<file path="src/rtl/orv64_clk_gate_ctrl.sv">
// Per-channel idle-driven clock gating controller (RUN / GATED / WAKE).
// Define ORV64_CLK_GATE_EN for latch-based glitch-free gating; otherwise clkg passes clk through.
module orv64_clk_gate_ctrl #(
    parameter int N_CH     = 4,
    parameter int IDLE_W   = 8,
    parameter int WAKE_LAT = 2
) (
    input  logic              clk,
    input  logic              rst,
    input  logic [N_CH-1:0]   busy,
    input  logic [N_CH-1:0]   wake_req,
    input  logic [N_CH-1:0]   force_on,
    input  logic [IDLE_W-1:0] idle_thresh,
    input  logic              tst_en,
    output logic [N_CH-1:0]   clkg,
    output logic [N_CH-1:0]   ch_en,
    output logic [N_CH-1:0]   wake_ack,
    output logic [N_CH-1:0]   gated
);

    typedef enum logic [1:0] {
        ST_RUN   = 2'd0,
        ST_GATED = 2'd1,
        ST_WAKE  = 2'd2
    } state_e;

    localparam logic [3:0] WAKE_LAST = 4'(WAKE_LAT - 1);

    state_e            state_r    [N_CH];
    state_e            state_s    [N_CH];
    logic [IDLE_W-1:0] idle_cnt_r [N_CH];
    logic [IDLE_W-1:0] idle_cnt_s [N_CH];
    logic [3:0]        wake_cnt_r [N_CH];
    logic [3:0]        wake_cnt_s [N_CH];
    logic [N_CH-1:0]   ch_en_r, gated_r, wake_ack_r;
    logic [N_CH-1:0]   ch_en_s, gated_s, wake_ack_s;
    logic [N_CH-1:0]   activity_s;
    logic              thresh_on_s;

    assign activity_s  = busy | force_on | wake_req;
    assign thresh_on_s = (idle_thresh != {IDLE_W{1'b0}});

    // Next-state, counter and registered-output decode for every channel
    always_comb begin
        for (int i = 0; i < N_CH; i++) begin
            state_s[i]    = state_r[i];
            idle_cnt_s[i] = idle_cnt_r[i];
            wake_cnt_s[i] = wake_cnt_r[i];
            wake_ack_s[i] = 1'b0;
            case (state_r[i])
                ST_RUN: begin
                    wake_ack_s[i] = wake_req[i];
                    if (activity_s[i]) begin
                        idle_cnt_s[i] = {IDLE_W{1'b0}};
                        state_s[i]    = ST_RUN;
                    end else begin
                        if (&idle_cnt_r[i]) begin
                            idle_cnt_s[i] = idle_cnt_r[i];
                        end else begin
                            idle_cnt_s[i] = idle_cnt_r[i] + {{(IDLE_W-1){1'b0}}, 1'b1};
                        end
                        // compare one bit wider so an all-ones counter still reaches the threshold
                        if (thresh_on_s &&
                            (({1'b0, idle_cnt_r[i]} + {{IDLE_W{1'b0}}, 1'b1}) >= {1'b0, idle_thresh})) begin
                            state_s[i] = ST_GATED;
                        end else begin
                            state_s[i] = ST_RUN;
                        end
                    end
                end
                ST_GATED: begin
                    if (activity_s[i]) begin
                        state_s[i]    = ST_WAKE;
                        wake_cnt_s[i] = 4'd0;
                    end else begin
                        state_s[i] = ST_GATED;
                    end
                end
                ST_WAKE: begin
                    if (wake_cnt_r[i] == WAKE_LAST) begin
                        state_s[i]    = ST_RUN;
                        idle_cnt_s[i] = {IDLE_W{1'b0}};
                        wake_cnt_s[i] = 4'd0;
                        wake_ack_s[i] = 1'b1;
                    end else begin
                        wake_cnt_s[i] = wake_cnt_r[i] + 4'd1;
                    end
                end
                default: begin
                    state_s[i]    = ST_RUN;
                    idle_cnt_s[i] = {IDLE_W{1'b0}};
                    wake_cnt_s[i] = 4'd0;
                end
            endcase
            ch_en_s[i] = (state_s[i] != ST_GATED);
            gated_s[i] = (state_s[i] == ST_GATED);
        end
    end

    // State, counters and status outputs; reset wins over any pending wake completion
    always_ff @(posedge clk) begin
        if (rst) begin
            for (int i = 0; i < N_CH; i++) begin
                state_r[i]    <= ST_RUN;
                idle_cnt_r[i] <= {IDLE_W{1'b0}};
                wake_cnt_r[i] <= 4'd0;
            end
            ch_en_r    <= {N_CH{1'b1}};
            gated_r    <= {N_CH{1'b0}};
            wake_ack_r <= {N_CH{1'b0}};
        end else begin
            for (int i = 0; i < N_CH; i++) begin
                state_r[i]    <= state_s[i];
                idle_cnt_r[i] <= idle_cnt_s[i];
                wake_cnt_r[i] <= wake_cnt_s[i];
            end
            ch_en_r    <= ch_en_s;
            gated_r    <= gated_s;
            wake_ack_r <= wake_ack_s;
        end
    end

    assign ch_en    = ch_en_r;
    assign gated    = gated_r;
    assign wake_ack = wake_ack_r;

`ifdef ORV64_CLK_GATE_EN
    logic [N_CH-1:0] en_lat_r;

    // Enable latch open while clk is low so the AND gate never sees a mid-high change
    always_latch begin
        if (!clk) begin
            en_lat_r <= ch_en_r | {N_CH{tst_en}};
        end
    end

    assign clkg = {N_CH{clk}} & en_lat_r;
`else
    logic unused_tst_en_s;

    assign unused_tst_en_s = tst_en;
    assign clkg            = {N_CH{clk}};
`endif

endmodule

</file>
<file path="config.mk">
export PLATFORM = sky130hd
export DESIGN_NAME = orv64_clk_gate_ctrl
export DESIGN_NICKNAME = d
export VERILOG_FILES = /design/src/rtl/orv64_clk_gate_ctrl.sv
export SDC_FILE = /design/constraint.sdc
export NUM_CORES = 1
export LEC_CHECK = 0
export CORE_MARGIN = 1
export CORE_UTILIZATION = 55
export DETAILED_ROUTE_END_ITERATION = 6
export PLACE_DENSITY = 0.79
export SYNTH_ARGS = -nofsm -noshare
export SYNTH_HDL_FRONTEND = slang
export SYNTH_SLANG_ARGS = --single-unit
</file>
<file path="constraint.sdc">
create_clock -name clk -period 4.6 [get_ports clk]
set_input_delay 0.92 -clock clk [delete_from_list [all_inputs] [get_ports clk]]
set_output_delay 0.92 -clock clk [all_outputs]
set_load 0.02 [all_outputs]
</file>
==> Word level (Yosys, flattened, before mapping) <==
Memory sizes are Yosys's and may differ from the RTL's.
Cells that the tools add are included.
{ "totals": {"ff_bits": 12, "mem_bits_rw": 56, "in_bits": 23, "out_inout_bits": 16, "mem_count": 3} }
{ "memory_table": {"columns": ["memory", "depth", "width", "read_ports", "rd_ports_with_merged_regs", "write_ports", "line_no", "rtl"], "rows": [
  ["idle_cnt_r", 4, 8, 4, 0, 4, "31", "logic [IDLE_W-1:0] idle_cnt_r [N_CH];"],
  ["wake_cnt_r", 4, 4, 4, 0, 4, "33", "logic [3:0] wake_cnt_r [N_CH];"],
  ["state_r", 4, 2, 4, 0, 4, "29", "state_e state_r [N_CH];"]
]} }
{ "op_classes": {"n_addsub": 12, "magnitude_cmp": 4, "n_eq_ne": 20, "muxes": 71, "bitwise_logic": 14, "reduce_logical": 13} }
{ "ops": {"columns": ["cell", "count"], "rows": [
  ["2-to-1 mux 8 bit", 16],
  ["one-hot mux 8 bit (3 select lines)", 4],
  ["2-to-1 mux 4 bit", 12],
  ["one-hot mux 4 bit (3 select lines)", 4],
  ["adder 8 x 1 -> 9 bit (second input constant)", 4],
  [">= comparator 9 x 8 -> 1 bit", 4],
  ["adder 8 x 1 -> 8 bit (second input constant)", 4],
  ["AND reduction 8 bit", 4],
  ["2-to-1 mux 2 bit", 12],
  ["one-hot mux 2 bit (3 select lines)", 4],
  ["adder 4 x 1 -> 4 bit (second input constant)", 4],
  ["equality test 2 x 1 -> 1 bit (second input constant)", 8],
  ["equality test 4 x 1 -> 1 bit (second input constant)", 4],
  ["2-to-1 mux 1 bit", 15],
  ["OR 1 bit", 12],
  ["equality test 2 bit (second input constant)", 4],
  ["zero test 2 bit", 4],
  ["inequality test 2 x 1 -> 1 bit (second input constant)", 4],
  ["OR 4 bit", 2],
  ["one-hot mux 1 bit (2 select lines)", 4],
  ["nonzero test 8 bit", 1],
  ["logical AND 1 bit", 4]
]} }

==> Logic depth before layout (Yosys ltp) <==
An unclocked memory read counts as a cell.
{ "logic_depth": {"depth_word": 8, "ltp_mapped": 10, "mapped_depth_nobuf": 10} }

==> impl_metrics.toml <==
[placement]
place_area_sq_mm = 0.00445
dp_hpwl_um = 6270
io_buffers = 37
post-place-ws_ps = 872
gp_congestion = 0.828

[power]
power.share.sequential = 0.430
switching_power_mw = 0.364
p_leak_nw = 1.91
irDropWorstVdd_mv = 0.354
swShare = 0.264
p_clk_frac = 0.515
power_frac_comb = 0.055
internal-power_mw = 1.02
p_per_area_mw_per_mm2 = 293

[die]
start_util = 0.581
io_pins = 39
core_area_sq_mm = 0.00694
num_rows = 30
die_h_um = 87.7
fp.dieArea_sq_mm = 0.00769
die_w_um = 87.7

[synth]
syn-num-nets = 526
synth-xor-area-share = 0.0477
ys.warnings.count = 0
synth_compound_area_frac = 0.201
synthArstFlopShare = 0
synthesis.area_sq_mm = 0.00404
synth_fa_ha_area_frac = 0.136
synthCells = 459
synth-seq-cells = 68
yosys_most_used_dff = "dfxtp_1"
synth_top_family_by_area = "simple AND/OR/NAND/NOR gates"
yosysSeqAreaShare = 0.337
synth_area_per_cell_sq_um = 8.79
synth-edff-count = 0
yosys.area_share.simple = 0.229
yosys.cell_types.count = 51
synth_mux_area_frac = 0.0155

[critical_path]
worstPathArrival_ps = 3080
cpMostUsedCell = "clkbuf_8"
worstPathMaxFanout = 2
cp-end-kind = "primary output"
slowest_delay_ps = 540
critical_path_buf_inv_count = 3
critPathTopFamily = "buffers and inverters"
crit_type = "clk2out"
startpoint_type = "clock port"
crit_required_ps = 3680
slowest_stage = "clkdlybuf4s50_1"
cp_cell_sequence = "clkbuf_8, clkbuf_8, clkdlybuf4s50_1"

[clocking]
insertion_delay_ps = 440
hold_buffers = 0
clk_pin_slew_worst_paths_ps = 80
tritoncts = "built"
post_cts_resized = 0
post_cts_buffers = 0

[global_routing]
grt_pass1_wl_um = 14000
grt_max_degree = 33
antenna_found_initial = 0
globalRouteOverflowTotal = 0
track_usage = 0.231
grt_pass1_vias = 3313

[run_status]
outcome = "finished, final reports clean"

[detailed_routing]
routedWlPerCell_um = 13.9
ant_nets = 0
drtIter0Drc = 107
drt_wl_total_um = 8360
avgViaCountPerCell = 5.82
firstDrtPassIters = 4
drc = 0
routed-via-count = 3499

[final_layout]
syn_to_final_growth_pct = 16.6
final_nets = 567
antenna_cells = 0
final_cell_area_sq_mm = 0.00471
drive_above_1_share = 0.0871
fin_util = 0.678
fillers = 558

[run]
maxCapViolations = 0

[timing]
rsz0062_at_grt = "false"
fin_ws_ps = 604
setup_violations = 0
worst_clock_skew_ps = 9.23
maxSlewViolCount = 0
max_slew_margin = 0.503
fin_tns_setup_ps = 0
hold_slack_ps = 465
report.final.hold_viol_count = 0
worst_slew_pin_slew_ps = 738

[worst_hold_path]
hold_path_class = "reg2reg"
-- final timing paths --
path                                          to  cells past startpoint        startpoint  slack, ps
worst min-delay path            wake_cnt_r[2][3]                      1  wake_cnt_r[2][3]        470
worst min register to register  wake_cnt_r[2][3]                      1  wake_cnt_r[2][3]        470
worst max-delay path                     clkg[2]                      3               clk        600
worst max register to register          ch_en[1]                      9  idle_cnt_r[1][0]       1880
-- cells by family after synthesis --
kind of cell | Yosys count
compound gates | 123
xor+xnor | 22
fa+ha+maj | 44
buf+inv | 25
flops | 68
mux | 6
simple gates | 171
-- final cells by class --
cell class,instances,area [sq um],area share
Clock buffer,17,219,0.0465
Clock inverter,7,75.1,0.0159
Timing Repair Buffer,34,338,0.0718
Multi-Input combinational cell,366,2540,0.541
Sequential cell,68,1360,0.289
Tap cell,96,120,0.0255
Inverter,13,48.8,0.0104
-- power groups by stage --
stage | clock (mW) | combinational, mW | sequential (mW)
after global routing | 0.757 | 0.0839 | 0.594
after floorplan | 0.102 | 0.0382 | 0.609
after global placement | 0.117 | 0.0734 | 0.607
after detailed placement | 0.117 | 0.0757 | 0.607
final | 0.709 | 0.0758 | 0.593
after CTS | 0.723 | 0.0764 | 0.593
-- placed cells by master, fill, tap and decap left out, types with 8 or more instances in the layout --
cell	n
nor3b_1	8
nor2_1	44
dfxtp_1	68
clkdlybuf4s50_1	37
xnor2_1	12
nand2_1	25
inv_1	12
clkbuf_8	13
a22o_1	14
nand2b_1	12
ha_1	44
xor2_1	10
and3_1	10
o21ai_0	25
nand3_1	22
a21oi_1	39
-- metrics by stage --
step                      power, mW  instances
after global routing           1.43        601
final                          1.38        601
after CTS                      1.39        601
after floorplan               0.749        459
after global placement        0.797        581
after detailed placement      0.800        581
-- state kept, by name (all words and copies together), names as in the netlist --
register and cells:
state_r 8, wake_cnt_r 16, wake_ack 4, idle_cnt_r 32
ch_en 4, gated 4
-- cell usage after synthesis (4+ instances only) --
cell      instances  share of area
or3_4             4          0.011
nor2b_1           7          0.011
a31oi_1           7          0.011
nand3b_1          4         0.0074
o31ai_1           5         0.0093
a211oi_1          5         0.0093
a21o_1            4         0.0074
nand4_1           7          0.011
o21ai_1           5         0.0062
nand2_1          25          0.023
nor3_1            7         0.0087
nand3_1          22          0.027
nor3b_1           8          0.015
nand2b_1         12          0.019
o211ai_1          5         0.0093
xor2_1           10          0.022
xnor2_1          12          0.026
o21ai_0          25          0.031
nor4_1            6         0.0093
nor2_1           44          0.041
inv_1            12          0.011
buf_4             4         0.0074
mux2i_1           4         0.0099
clkbuf_1          5         0.0047
a22o_1           14          0.030
a21oi_1          39          0.048
and3_1           10          0.015
dfxtp_1          68           0.34
ha_1             44           0.14
-- metal layers --
metal / GRT usage / wire length, um / vias up
li1: - / - / 1786
met1: 0.271 / 3820 / 1643
met2: 0.410 / 4170 / 56
met3: 0.0481 / 213 / 14
met4: 0.0999 / 159 / 0
met5: 0 / 0 / -
Power figures use the tool's default switching activity.
